### src/rtl/mem_port_arbiter_pkg.sv
// Shared control types for the unified-memory port arbiter.
// Memory op encoding and arbiter FSM states.
package mem_port_arbiter_pkg;

  typedef enum logic [1:0] {
    MEM_NOP = 2'd0,
    MEM_LW  = 2'd1,
    MEM_SW  = 2'd2
  } mem_op_t;

  typedef enum logic [1:0] {
    IDLE  = 2'd0,
    GNT_I = 2'd1,
    GNT_D = 2'd2
  } arb_state_t;

  function automatic logic data_active(
    input logic    req,
    input mem_op_t op
  );
    return req && (op != MEM_NOP);
  endfunction

endpackage

### src/rtl/mem_port_arbiter.sv
// Single-port memory arbiter between fetch and load/store.
// Data wins by default; a burst counter bounds fetch starvation.
module mem_port_arbiter
  import mem_port_arbiter_pkg::*;
#(
  parameter int unsigned ADDR_W      = 32,
  parameter int unsigned DATA_W      = 32,
  parameter int unsigned MAX_D_BURST = 4
) (
  input  logic              clk,
  input  logic              rst,
  input  logic              if_req,
  input  logic [ADDR_W-1:0] if_addr,
  output logic [DATA_W-1:0] if_rdata,
  output logic              if_valid,
  output logic              if_stall,
  input  logic              d_req,
  input  mem_op_t           d_op,
  input  logic [ADDR_W-1:0] d_addr,
  input  logic [DATA_W-1:0] d_wdata,
  output logic [DATA_W-1:0] d_rdata,
  output logic              d_valid,
  output logic              d_stall,
  output logic              mem_req,
  output logic              mem_we,
  output logic [ADDR_W-1:0] mem_addr,
  output logic [DATA_W-1:0] mem_wdata,
  input  logic              mem_ready,
  input  logic [DATA_W-1:0] mem_rdata
);

  localparam int unsigned CNT_W = $clog2(MAX_D_BURST + 1);
  localparam logic [CNT_W-1:0] BURST_LIM = CNT_W'(MAX_D_BURST);

  arb_state_t        state_q, state_d;
  logic              mem_req_q, mem_req_d;
  logic              mem_we_q, mem_we_d;
  logic [ADDR_W-1:0] mem_addr_q, mem_addr_d;
  logic [DATA_W-1:0] mem_wdata_q, mem_wdata_d;
  logic [DATA_W-1:0] if_rdata_q, if_rdata_d;
  logic [DATA_W-1:0] d_rdata_q, d_rdata_d;
  logic              if_valid_q, if_valid_d;
  logic              d_valid_q, d_valid_d;
  logic [CNT_W-1:0]  burst_cnt_q, burst_cnt_d;

  logic d_act;
  logic fetch_done;
  logic data_done;

  assign d_act      = data_active(d_req, d_op);
  assign fetch_done = (state_q == GNT_I) && mem_ready;
  assign data_done  = (state_q == GNT_D) && mem_ready;

  always_comb begin
    state_d     = state_q;
    mem_req_d   = mem_req_q;
    mem_we_d    = mem_we_q;
    mem_addr_d  = mem_addr_q;
    mem_wdata_d = mem_wdata_q;
    if_rdata_d  = if_rdata_q;
    d_rdata_d   = d_rdata_q;
    if_valid_d  = 1'b0;
    d_valid_d   = 1'b0;
    unique case (state_q)
      IDLE: begin
        if (d_act && (!if_req || burst_cnt_q < BURST_LIM)) begin
          state_d     = GNT_D;
          mem_req_d   = 1'b1;
          mem_we_d    = (d_op == MEM_SW);
          mem_addr_d  = d_addr;
          mem_wdata_d = d_wdata;
        end else if (if_req) begin
          state_d    = GNT_I;
          mem_req_d  = 1'b1;
          mem_we_d   = 1'b0;
          mem_addr_d = if_addr;
        end
      end
      GNT_I: begin
        if (mem_ready) begin
          state_d    = IDLE;
          mem_req_d  = 1'b0;
          mem_we_d   = 1'b0;
          if_rdata_d = mem_rdata;
          if_valid_d = if_req;
        end
      end
      GNT_D: begin
        if (mem_ready) begin
          state_d   = IDLE;
          mem_req_d = 1'b0;
          mem_we_d  = 1'b0;
          // stores leave the last load value visible
          if (!mem_we_q) begin
            d_rdata_d = mem_rdata;
          end
          d_valid_d = d_req;
        end
      end
      default: begin
        state_d   = IDLE;
        mem_req_d = 1'b0;
        mem_we_d  = 1'b0;
      end
    endcase
  end

  always_comb begin
    burst_cnt_d = burst_cnt_q;
    if (!if_req || fetch_done) begin
      burst_cnt_d = '0;
    end else if (data_done && burst_cnt_q < BURST_LIM) begin
      burst_cnt_d = burst_cnt_q + CNT_W'(1);
    end
  end

  always_ff @(posedge clk) begin
    if (rst) begin
      state_q     <= IDLE;
      mem_req_q   <= 1'b0;
      mem_we_q    <= 1'b0;
      mem_addr_q  <= '0;
      mem_wdata_q <= '0;
      if_rdata_q  <= '0;
      d_rdata_q   <= '0;
      if_valid_q  <= 1'b0;
      d_valid_q   <= 1'b0;
      burst_cnt_q <= '0;
    end else begin
      state_q     <= state_d;
      mem_req_q   <= mem_req_d;
      mem_we_q    <= mem_we_d;
      mem_addr_q  <= mem_addr_d;
      mem_wdata_q <= mem_wdata_d;
      if_rdata_q  <= if_rdata_d;
      d_rdata_q   <= d_rdata_d;
      if_valid_q  <= if_valid_d;
      d_valid_q   <= d_valid_d;
      burst_cnt_q <= burst_cnt_d;
    end
  end

  assign mem_req   = mem_req_q;
  assign mem_we    = mem_we_q;
  assign mem_addr  = mem_addr_q;
  assign mem_wdata = mem_wdata_q;
  assign if_rdata  = if_rdata_q;
  assign d_rdata   = d_rdata_q;
  assign if_valid  = if_valid_q;
  assign d_valid   = d_valid_q;
  assign if_stall  = if_req && !if_valid_q;
  assign d_stall   = d_act && !d_valid_q;

endmodule

### config.mk
export PLATFORM = sky130hd
export DESIGN_NAME = mem_port_arbiter
export DESIGN_NICKNAME = d
export VERILOG_FILES = /design/src/rtl/mem_port_arbiter_pkg.sv /design/src/rtl/mem_port_arbiter.sv
export SDC_FILE = /design/constraint.sdc
export NUM_CORES = 1
export LEC_CHECK = 0
export BUFFER_PORTS_ARGS = -buffer_cell sky130_fd_sc_hd__buf_4
export CORE_MARGIN = 1
export CORE_UTILIZATION = 40
export CTS_CLUSTER_SIZE = 12
export DETAILED_ROUTE_END_ITERATION = 7
export PLACE_DENSITY = 0.7
export RECOVER_POWER = 50
export SETUP_SLACK_MARGIN = 0.1
export SLEW_MARGIN = 10
export SYNTH_ARGS = -nofsm -noshare
export SYNTH_HDL_FRONTEND = slang
export SYNTH_SLANG_ARGS = --single-unit
### constraint.sdc
create_clock -name clk -period 4.6 [get_ports clk]
set_input_delay 0.46 -clock clk [delete_from_list [all_inputs] [get_ports clk]]
set_output_delay 0.46 -clock clk [all_outputs]
set_load 0.02 [all_outputs]
==> metrics.md, run 1 <==
| Metric | Value |
|---|---|
| Fmax | `406.8 MHz` |
| R2r worst-path depth | `5` |
| Initial antenna violation count | `0` |
| Post-CTS Setup Inserts | `0` |
| DIE HEIGHT | `121.3 um` |
| GRT overflow | `0` |
| Reg2reg end | `mem_addr[6]` |
| Pwr Density | `426.5 nW/um^2` |
| # rows | `43` |
| Post-Route Utilization | `56.70%` |
| Met2 usage | `38.07%` |
| 1st-iter DRT viols | `540` |
| Worst Setup SP | `rst` |
| Flop2flop setup slack | `2.75 ns` |
| Vias in the first global route | `5308` |
| GRT met3 Usage | `7.096%` |
| CTS tree | `yes` |
| Status | `complete, but fails checks` |
| Mapped Cells | `672` |
| Die span in x | `121.3 um` |
| Crit path DAT | `2.73 ns` |
| Hold Path Class | `in2reg` |
| Final Hold Violating Endpoints | `0` |
| WS Path Type | `in2reg` |
| Fin crit period | `2.458 ns` |
| Final worst clock skew | `0.006474 ns` |
| Port-buffer cells | `268` |
| Setup Viol. Count Final | `0` |
| Failing checks | `max-capacitance violations, max-slew violations` |
| Met1 usage in global routing | `29.20%` |
| Syn avg cell area | `8.474 um^2` |
| Vias | `5636` |
| Critical path launch point type | `input pin` |
| CP Capture Type | `register` |
| Synth cell types | `35` |
| Routed WL | `17420 um` |
| Core box area | `13880 um^2` |
| Data required, critical path | `4.87 ns` |
| Grt peak-use layer | `met2` |
| Share of cells above drive strength 1 | `23.09%` |
| Syn_nets | `811` |
| Cts hold-fix bufs | `0` |
| Routed WL per cell | `15.92 um` |
| H-Tree Level Count | `4` |
| Share of the synthesized area in the top cell type | `48.17%` |
| DR vias/cell | `5.152` |
| GRT Total Usage | `23.53%` |
| CTS sink cnt | `137` |
| Post-CTS sizing | `0` |
| Clk_lat worst skew | `0.41 ns` |
| Setup tns final | `0 ns` |
| Max-slew headroom | `-26.70%` |
| Area contributors post-synth | `dfxtp_1, a21oi_1, nand2_1` |
| Half-perimeter wire length after placement | `11240 um` |
| Diodes inserted | `0` |
| MaxCap Viol Count | `1` |
| Ports | `269` |
| Clock buffer depth | `2` |
| Layout overhead on the synthesized area | `38.21%` |
| Final worst path period share | `53.44%` |
| Leakage | `2.876 nW` |
| RSZ-0062 raised after global routing | `false` |
| Final ANT Viol Nets | `0` |
| Worst vdd ir | `0.0002523 V` |
| Ys Warns | `0` |
| Hold depth | `3` |
| Max Slew Vio Count | `77` |
| Total CTS buffers | `17` |
| Critical Path Fanout Max | `76` |
| #FFs+latches synth | `137` |
| Worst setup path end | `if_rdata[16]` |
| Die ar. | `14720 um^2` |
| Pin count of the biggest net entering global routing | `77` |
| First-pass GRT wire length | `27260 um` |
| Initial Util | `41.02%` |
| Final GP Congestion | `0.7658` |
| Reg2reg start | `state_q[0]` |
| Post-synthesis sequential area ratio | `48.17%` |
| Syn Std Cell Area | `5694 um^2` |
| Cell type with the largest total area after synthesis | `dfxtp_1` |
| Fin nets | `1040` |
| Clock transition at path regs | `0.06 ns` |
| Pre-antenna DRT Iters | `5` |
| Clock tree root buffer cell | `clkbuf_16` |
| Residual DRC | `0` |
| Worst-Margin Slew | `1.900 ns` |
## cells in the mapped netlist
master	instances
a311oi_1	2
inv_1	4
nand2_1	132
dfxtp_1	137
nand3_1	32
a21oi_1	128
nor3b_1	1
nor2b_1	1
nor2_1	6
mux2i_1	2
buf_2	4
a21bo_2	1
and3b_1	1
a21boi_1	1
nand4_1	2
a311oi_2	30
buf_6	5
clkbuf_1	55
a211oi_1	1
a31oi_1	4
nand3b_1	34
nand4b_1	1
o21a_1	2
and4b_1	1
o21ai_1	3
or3_1	2
xor2_1	1
buf_1	5
and2_4	1
and2_1	2
nand2b_1	2
o21ai_0	63
ha_1	4
nor4bb_1	1
o2111ai_1	1
## per-layer routing
metal / vias to the layer above / routed length [um] / part of all wire [%]
li1: 2815 / - / -
met1: 2613 / 7313 / 42
met2: 183 / 8661 / 50
met3: 25 / 1126 / 6.5
met4: 0 / 320 / 1.8
met5: - / 0 / 0
## kinds of logic (layout without fill, tap and decap cells)
kind of cell	after synthesis	count (layout)	share of synthesized area [%]
AOI/OAI and AO/OA	236	236	26.57
and+or+nand+nor	219	219	18.33
DFF	137	137	48.17
buffers and inverters	73	315	5.559
adders and majority gates	4	4	0.8790
muxes	2	2	0.3516
xor gates and xnor gates	1	1	0.1538
## layout make-up
| class | instances | area, um^2 |
|---|---|---|
| clock buffers | 23 | 478.0 |
| clock inverters | 9 | 161.4 |
| fillers | 1420 | 6011 |
| inverters | 4 | 15.01 |
| multi-input cells | 462 | 2651 |
| flip-flops and latches | 137 | 2743 |
| well taps | 180 | 225.2 |
| repair buffers | 279 | 1597 |
## metrics by stage
step / cell area (um^2) / hold slack (ns) / power, mW / setup slack (ns) / std cells
after floorplan: 5694 / 0.4676 / 1.706 / 2.872 / 672
after global placement: 7729 / 0.4419 / 1.971 / 2.445 / 1062
after detailed placement: 7729 / 0.4422 / 1.977 / 2.420 / 1062
after CTS: 8368 / 0.2782 / 3.454 / 2.686 / 1094
after global routing: 7870 / 0.2765 / 3.506 / 1.969 / 1094
final: 7870 / 0.2985 / 3.357 / 2.142 / 1094
## flip-flops by register name, summed over array words and instances (netlist names)
name / flops
d_rdata: 32
if_rdata: 32
mem_addr: 32
mem_wdata: 32
burst_cnt_q: 3
state_q: 2
d_valid: 1
if_valid: 1
mem_req: 1
mem_we: 1
## worst min path at each step
stage	from	endpoint	slack, ns
CTS	mem_rdata[27]	d_rdata[27]	0.28
global route	mem_rdata[29]	d_rdata[29]	0.28
finish	mem_rdata[4]	d_rdata[4]	0.30
detailed placement	mem_req	mem_req	0.44
floorplan	burst_cnt_q[1]	burst_cnt_q[1]	0.47
global placement	if_rdata[22]	if_rdata[22]	0.44
## worst max-delay path: stages
cell and delay, ns:
clkbuf_2 1.32, buf_4 0.76, a21oi_1 0.08
## cells in the final DEF, fill, tap and decap left out, types with 3 or more instances in the layout
cell type / count
a21oi_1: 128
ha_1: 4
clkbuf_16: 17
buf_4: 146
nand2_1: 132
nand3b_1: 34
nor2_1: 6
a31oi_1: 4
clkbuf_1: 135
a311oi_2: 30
inv_1: 4
nand3_1: 32
dfxtp_1: 137
o21ai_0: 63
clkbuf_8: 3
bufinv_16: 4
## report_power, final
| part | total [mW] | switching, mW | internal, mW |
|---|---|---|---|
| clock network | 1.47 | 0.513 | 0.956 |
| registers | 1.31 | 0.0399 | 1.27 |
| logic | 0.580 | 0.365 | 0.215 |
No activity file was read; power rests on OpenSTA's default activity.
==> run 2, diff against run 1 <==
clock period = 2.5 ns   (was 4.6 ns; I/O delays follow)
==> metrics.md, run 2 (synthesized netlist as in run 1, its figures left out) <==
| Metric | Value |
|---|---|
| Core box area | `13880 um^2 (unchanged)` |
| Share of cells above drive strength 1 | `22.84% (-0.24 points)` |
| Vias | `5702 (+1.2%)` |
| Total CTS buffers | `17 (unchanged)` |
| Initial antenna violation count | `0 (unchanged)` |
| Initial Util | `41.02% (unchanged)` |
| Pin count of the biggest net entering global routing | `78 (+1.3%)` |
| GRT met3 Usage | `6.438% (-0.66 points)` |
| Critical Path Fanout Max | `32 (-58%)` |
| Worst-Margin Slew | `0.6052 ns (-1.295 ns)` |
| Vias in the first global route | `5344 (+0.68%)` |
| WS Path Type | `reg2reg` |
| Worst setup path end | `mem_addr[11]` |
| Final worst clock skew | `0.01077 ns (+0.004299 ns)` |
| DR vias/cell | `5.207 (+1.1%)` |
| Worst Setup SP | `state_q[0]` |
| Fin nets | `1042 (+0.19%)` |
| Die span in x | `121.3 um (unchanged)` |
| Final GP Congestion | `0.7899 (+3.1%)` |
| Hold Path Class | `in2reg` |
| Crit path DAT | `2.18 ns (-0.55 ns)` |
| R2r worst-path depth | `5 (unchanged)` |
| Routed WL per cell | `16.14 um (+1.4%)` |
| MaxCap Viol Count | `0 (-1)` |
| Post-CTS Setup Inserts | `0 (unchanged)` |
| Data required, critical path | `2.76 ns (-2.11 ns)` |
| Hold slack | `0.08668 ns (-0.2119 ns)` |
| First-pass GRT wire length | `27440 um (+0.68%)` |
| Final Hold Violating Endpoints | `0 (unchanged)` |
| Layout overhead on the synthesized area | `38.01%` |
| Pwr Density | `764.8 nW/um^2 (+79%)` |
| Commonest non-fill, non-tap cell in the layout | `buf_4` |
| Setup Viol. Count Final | `0 (unchanged)` |
| Most frequent cells in the layout | `buf_4, clkbuf_1, dfxtp_1` |
| Met2 usage | `38.42% (+0.36 points)` |
| Status | `finished clean` |
| Flop2flop setup slack | `0.57 ns (-2.18 ns)` |
| Clk_lat worst skew | `0.42 ns (about the same)` |
| Ports | `269 (unchanged)` |
| Port-buffer cells | `268 (unchanged)` |
| # rows | `43 (unchanged)` |
| Met1 usage in global routing | `29.33% (+0.13 points)` |
| H-Tree Level Count | `4 (unchanged)` |
| GRT overflow | `0 (unchanged)` |
| Clock transition at path regs | `0.06 ns (about the same)` |
| Critical path launch point type | `register` |
| Max-slew headroom | `59.65% (+86 points)` |
| DP Worst Slack | `0.6051 ns (-1.815 ns)` |
| Pre-antenna DRT Iters | `5 (unchanged)` |
| Filler instances | `1387 (-2.3%)` |
| Reg2reg start | `state_q[0]` |
| RSZ-0062 raised after global routing | `false` |
| CP Capture Type | `register` |
| Residual DRC | `0 (unchanged)` |
| Setup tns final | `0 ns (unchanged)` |
| Setup ws final | `0.5727 ns (-1.569 ns)` |
| DIE HEIGHT | `121.3 um (unchanged)` |
| Die ar. | `14720 um^2 (unchanged)` |
| CTS sink cnt | `137 (unchanged)` |
| Fin crit period | `1.927 ns` |
| Reg2reg end | `mem_addr[11]` |
| Worst vdd ir | `0.0005133 V (+100%)` |
| GRT Total Usage | `23.62% (+0.083 points)` |
| Grt peak-use layer | `met2` |
| Cts hold-fix bufs | `0 (unchanged)` |
| 1st-iter DRT viols | `460 (-15%)` |
| CTS tree | `yes` |
| Diodes inserted | `0 (unchanged)` |
| Max Slew Vio Count | `0 (-100%)` |
| Fmax | `518.9 MHz` |
| Final ANT Viol Nets | `0 (unchanged)` |
| Routed WL | `17680 um (+1.5%)` |
| Final worst path period share | `77.09%` |
| Half-perimeter wire length after placement | `11390 um (+1.4%)` |
| Clock buffer depth | `2 (unchanged)` |
| Clock tree root buffer cell | `clkbuf_16` |
| Leakage | `2.876 nW (about the same)` |
| Post-CTS sizing | `0 (unchanged)` |
run 2: stage by stage:
| stage | util, % | std cells | power [mW] | instance area [um^2] |
|---|---|---|---|---|
| finish | 56.62 | 1095 | 6.010 | 7859 |
| global route | 56.62 | 1095 | 6.259 | 7859 |
| global placement | 55.97 | 1064 | 3.635 | 7769 |
| CTS | 60.21 | 1095 | 6.167 | 8358 |
| detailed placement | 55.97 | 1064 | 3.649 | 7769 |
| floorplan | - | 672 | 3.139 | 5694 |
run 2: worst min path at each step:
stage | start | end | slack, ns | cells past startpoint
after floorplan | mem_rdata[0] | d_rdata[0] | 0.39 | 2
after global placement | if_rdata[1] | if_rdata[1] | 0.44 | 2
after global routing | mem_rdata[30] | d_rdata[30] | 0.07 | 3
after detailed placement | d_rdata[27] | d_rdata[27] | 0.45 | 2
final | d_wdata[8] | mem_wdata[8] | 0.09 | 3
after CTS | mem_rdata[1] | if_rdata[1] | 0.08 | 3
run 2: per-layer routing:
layer,wire length (um),up-vias
li1,-,2822
met1,7409,2655
met2,8689,197
met3,1142,28
met4,434,0
met5,0,-
run 2: layout make-up:
| cell class | instances | area, um^2 | share of cell area, % |
|---|---|---|---|
| clock buffers | 24 | 471.7 | 6.002 |
| clock inverters | 7 | 117.6 | 1.497 |
| inverters | 4 | 15.01 | 0.1911 |
| multi-input cells | 462 | 2651 | 33.74 |
| flip-flops and latches | 137 | 2743 | 34.90 |
| well taps | 180 | 225.2 | 2.866 |
| repair buffers | 281 | 1635 | 20.81 |
run 2: critical path: stages (launching register included):
cell and delay (ns):
dfxtp_1 0.33, inv_1 0.09, ha_1 0.33, o21a_1 0.28, and2_4 0.53, a311oi_2 0.19
run 2: report_power, final:
group          total, mW  internal (mW)  switching [mW]
Combinational       1.08          0.401           0.678
Clock               2.52           1.62           0.908
Sequential          2.41           2.33          0.0728
Total               6.01           4.35            1.66
==> run 3, diff against run 2 <==
PLACE_DENSITY = 0.73   (was 0.7)
clock period = 1.7 ns   (was 2.5 ns; I/O delays follow)
==> metrics.md, run 3 (synthesized netlist as in run 1, its figures left out) <==
| Metric | Value |
|---|---|
| Final ANT Viol Nets | `0 (unchanged)` |
| Setup Viol. Count Final | `0 (unchanged)` |
| CP top delay family | `compound AO/OA/AOI/OAI gates` |
| Residual DRC | `0 (unchanged)` |
| Final GP Congestion | `0.7765 (-1.7%)` |
| Port-buffer cells | `268 (unchanged)` |
| Reg2reg end | `mem_addr[11]` |
| Fmax | `659.2 MHz (+27%)` |
| Share of cells above drive strength 1 | `23.73% (+0.89 points)` |
| H-Tree Level Count | `4 (unchanged)` |
| R2r worst-path depth | `5 (unchanged)` |
| RSZ-0062 raised after global routing | `false` |
| Hold Path Class | `in2reg` |
| Sequential share of power | `38.0% (-2.0 points)` |
| Critical path launch point type | `register` |
| Layout overhead on the synthesized area | `49.15%` |
| Commonest non-fill, non-tap cell in the layout | `buf_4` |
| Leakage | `3.151 nW (+9.6%)` |
| # rows | `43 (unchanged)` |
| Max-slew headroom | `74.11% (+14 points)` |
| Final worst clock skew | `0.006809 ns (-0.003964 ns)` |
| Final Hold Violating Endpoints | `0 (unchanged)` |
| Post-Route Utilization | `61.19% (+4.6 points)` |
| CP Capture Type | `register` |
| Die ar. | `14720 um^2 (unchanged)` |
| Hold path start | `mem_rdata[21]` |
| CP max stage cell | `and2_4` |
| Largest stage delay, worst path | `0.35 ns (-0.18 ns)` |
| Filler instances | `1307 (-5.8%)` |
| Final worst path period share | `89.23% (+12 points)` |
| Total CTS buffers | `17 (unchanged)` |
| Ports | `269 (unchanged)` |
| Clk_lat worst skew | `0.41 ns (about the same)` |
| Hold EP | `d_rdata[21]` |
| Clock group share of total power | `42.9% (+0.9 points)` |
| Critical path cell sequence | `inv_1 -> ha_2 -> o21a_4 -> and2_4 -> a311oi_2` |
| Fin crit period | `1.517 ns (-0.4104 ns)` |
| CTS tree | `yes` |
| Hold slack | `0.01288 ns (-0.07381 ns)` |
| Post-CTS Setup Inserts | `0 (unchanged)` |
| Data required, critical path | `1.97 ns (-0.79 ns)` |
| Combinational Power Share | `19.1% (+1.1 points)` |
| P_int | `6.717 mW (+54%)` |
| Initial Util | `41.02% (unchanged)` |
| 1st-iter DRT viols | `338 (-27%)` |
| MaxCap Viol Count | `0 (unchanged)` |
| Worst-Margin Slew | `0.3884 ns (-0.2168 ns)` |
| Worst vdd ir | `0.0005841 V (+14%)` |
| Pin count of the biggest net entering global routing | `67 (-14%)` |
| Pre-antenna DRT Iters | `4 (-1)` |
| Die span in x | `121.3 um (unchanged)` |
| GRT overflow | `0 (unchanged)` |
| Core box area | `13880 um^2 (unchanged)` |
| Fin nets | `1091 (+4.7%)` |
| DR vias/cell | `5.227 (+0.38%)` |
| Routed WL per cell | `16.14 um (about the same)` |
| Crit path DAT | `1.79 ns (-0.39 ns)` |
| Status | `finished clean` |
| CP Buf/Inv Count | `1 (unchanged)` |
| Vias | `5985 (+5.0%)` |
| GRT Total Usage | `24.29% (+0.67 points)` |
| Most frequent cells in the layout | `buf_4, dfxtp_1, clkbuf_1` |
| WS Path Type | `reg2reg` |
| Half-perimeter wire length after placement | `11520 um (+1.2%)` |
| Switch share | `27.96% (+0.35 points)` |
| NetSw | `2.607 mW (+57%)` |
| Clock transition at path regs | `0.06 ns (about the same)` |
| Max Slew Vio Count | `0 (unchanged)` |
| Pwr Density | `1098 nW/um^2 (+44%)` |
| Hold depth | `3 (unchanged)` |
| Clock buffer depth | `2 (unchanged)` |
| CTS sink cnt | `137 (unchanged)` |
| Clock tree root buffer cell | `clkbuf_16` |
| Flop2flop setup slack | `0.18 ns (-0.39 ns)` |
| First-pass GRT wire length | `28210 um (+2.8%)` |
| Reg2reg start | `state_q[0]` |
| Routed WL | `18480 um (+4.6%)` |
| DIE HEIGHT | `121.3 um (unchanged)` |
| Initial antenna violation count | `0 (unchanged)` |
| Vias in the first global route | `5521 (+3.3%)` |
| Critical Path Fanout Max | `16 (-50%)` |
| Diodes inserted | `0 (unchanged)` |
## run 3: cell count changes in the layout (fill, tap and decap cells not counted), sizes merged, moves of 2 or more
cell and change:
and2 +2, buf +8, clkbuf -3, dlygate4sd3 +37, inv +2
## run 3: repair_timing
item,in CTS,in global routing
pin swaps,1,1
hold buffers,37,0
cloned,1,3
endpoints found under the setup margin,64,65
gates resized for setup,2,5
endpoints found under the hold margin,46,0
## run 3: worst max path at each step
stage | from | end | slack [ns] | cells after the start
5_1_grt | state_q[0] | mem_addr[31] | 0.1 | 5
3_3_place_gp | state_q[0] | mem_addr[6] | 0.05 | 5
4_1_cts | state_q[0] | mem_addr[17] | 0.09 | 5
6_report | state_q[0] | mem_addr[11] | 0.18 | 5
3_5_place_dp | state_q[0] | mem_addr[6] | -0.003 | 5
2_1_floorplan | state_q[0] | mem_wdata[10] | 0.13 | 7
## run 3: power groups by stage
stage                     sequential (mW)  combinational (mW)  clock (mW)
after floorplan                      3.86               0.755           0
after global placement               3.60                1.80           0
after detailed placement             3.61                1.81           0
after CTS                            3.54                1.90        4.06
after global routing                 3.56                1.92        4.22
final                                3.54                1.78        4.00
## run 3: through the flow
step | setup TNS [ns] | std cells | setup slack (ns) | instance area, um^2 | total power, mW
final | 0 | 1145 | 0.1831 | 8493 | 9.325
after detailed placement | -0.007203 | 1072 | -0.003183 | 7904 | 5.421
after floorplan | 0 | 672 | 0.1317 | 5694 | 4.616
after CTS | 0 | 1142 | 0.09346 | 8935 | 9.501
after global routing | 0 | 1145 | 0.09630 | 8493 | 9.700
after global placement | 0 | 1072 | 0.04582 | 7904 | 5.403
## run 3: layout make-up
type	instances	area, um^2	share of cell area, %
Tap cell	180	225.2	2.652
Clock buffer	20	456.7	5.377
Clock inverter	12	188.9	2.225
Sequential cell	137	2743	32.29
Multi-Input combinational cell	465	2695	31.73
Timing Repair Buffer	327	2170	25.55
Inverter	4	15.01	0.1768
## run 3: worst reg2reg max path: stages (launching register included)
cell      delay (ns)
dfxtp_1         0.34
inv_1           0.09
ha_2            0.24
o21a_4          0.20
and2_4          0.35
a311oi_2        0.16
## run 3: layer usage
layer | track usage (%) | wire length, um
met1 | 29.69 | 7814
met2 | 40.55 | 9207
met4 | 10.11 | 427
met3 | 5.874 | 1031
met5 | 0 | 0
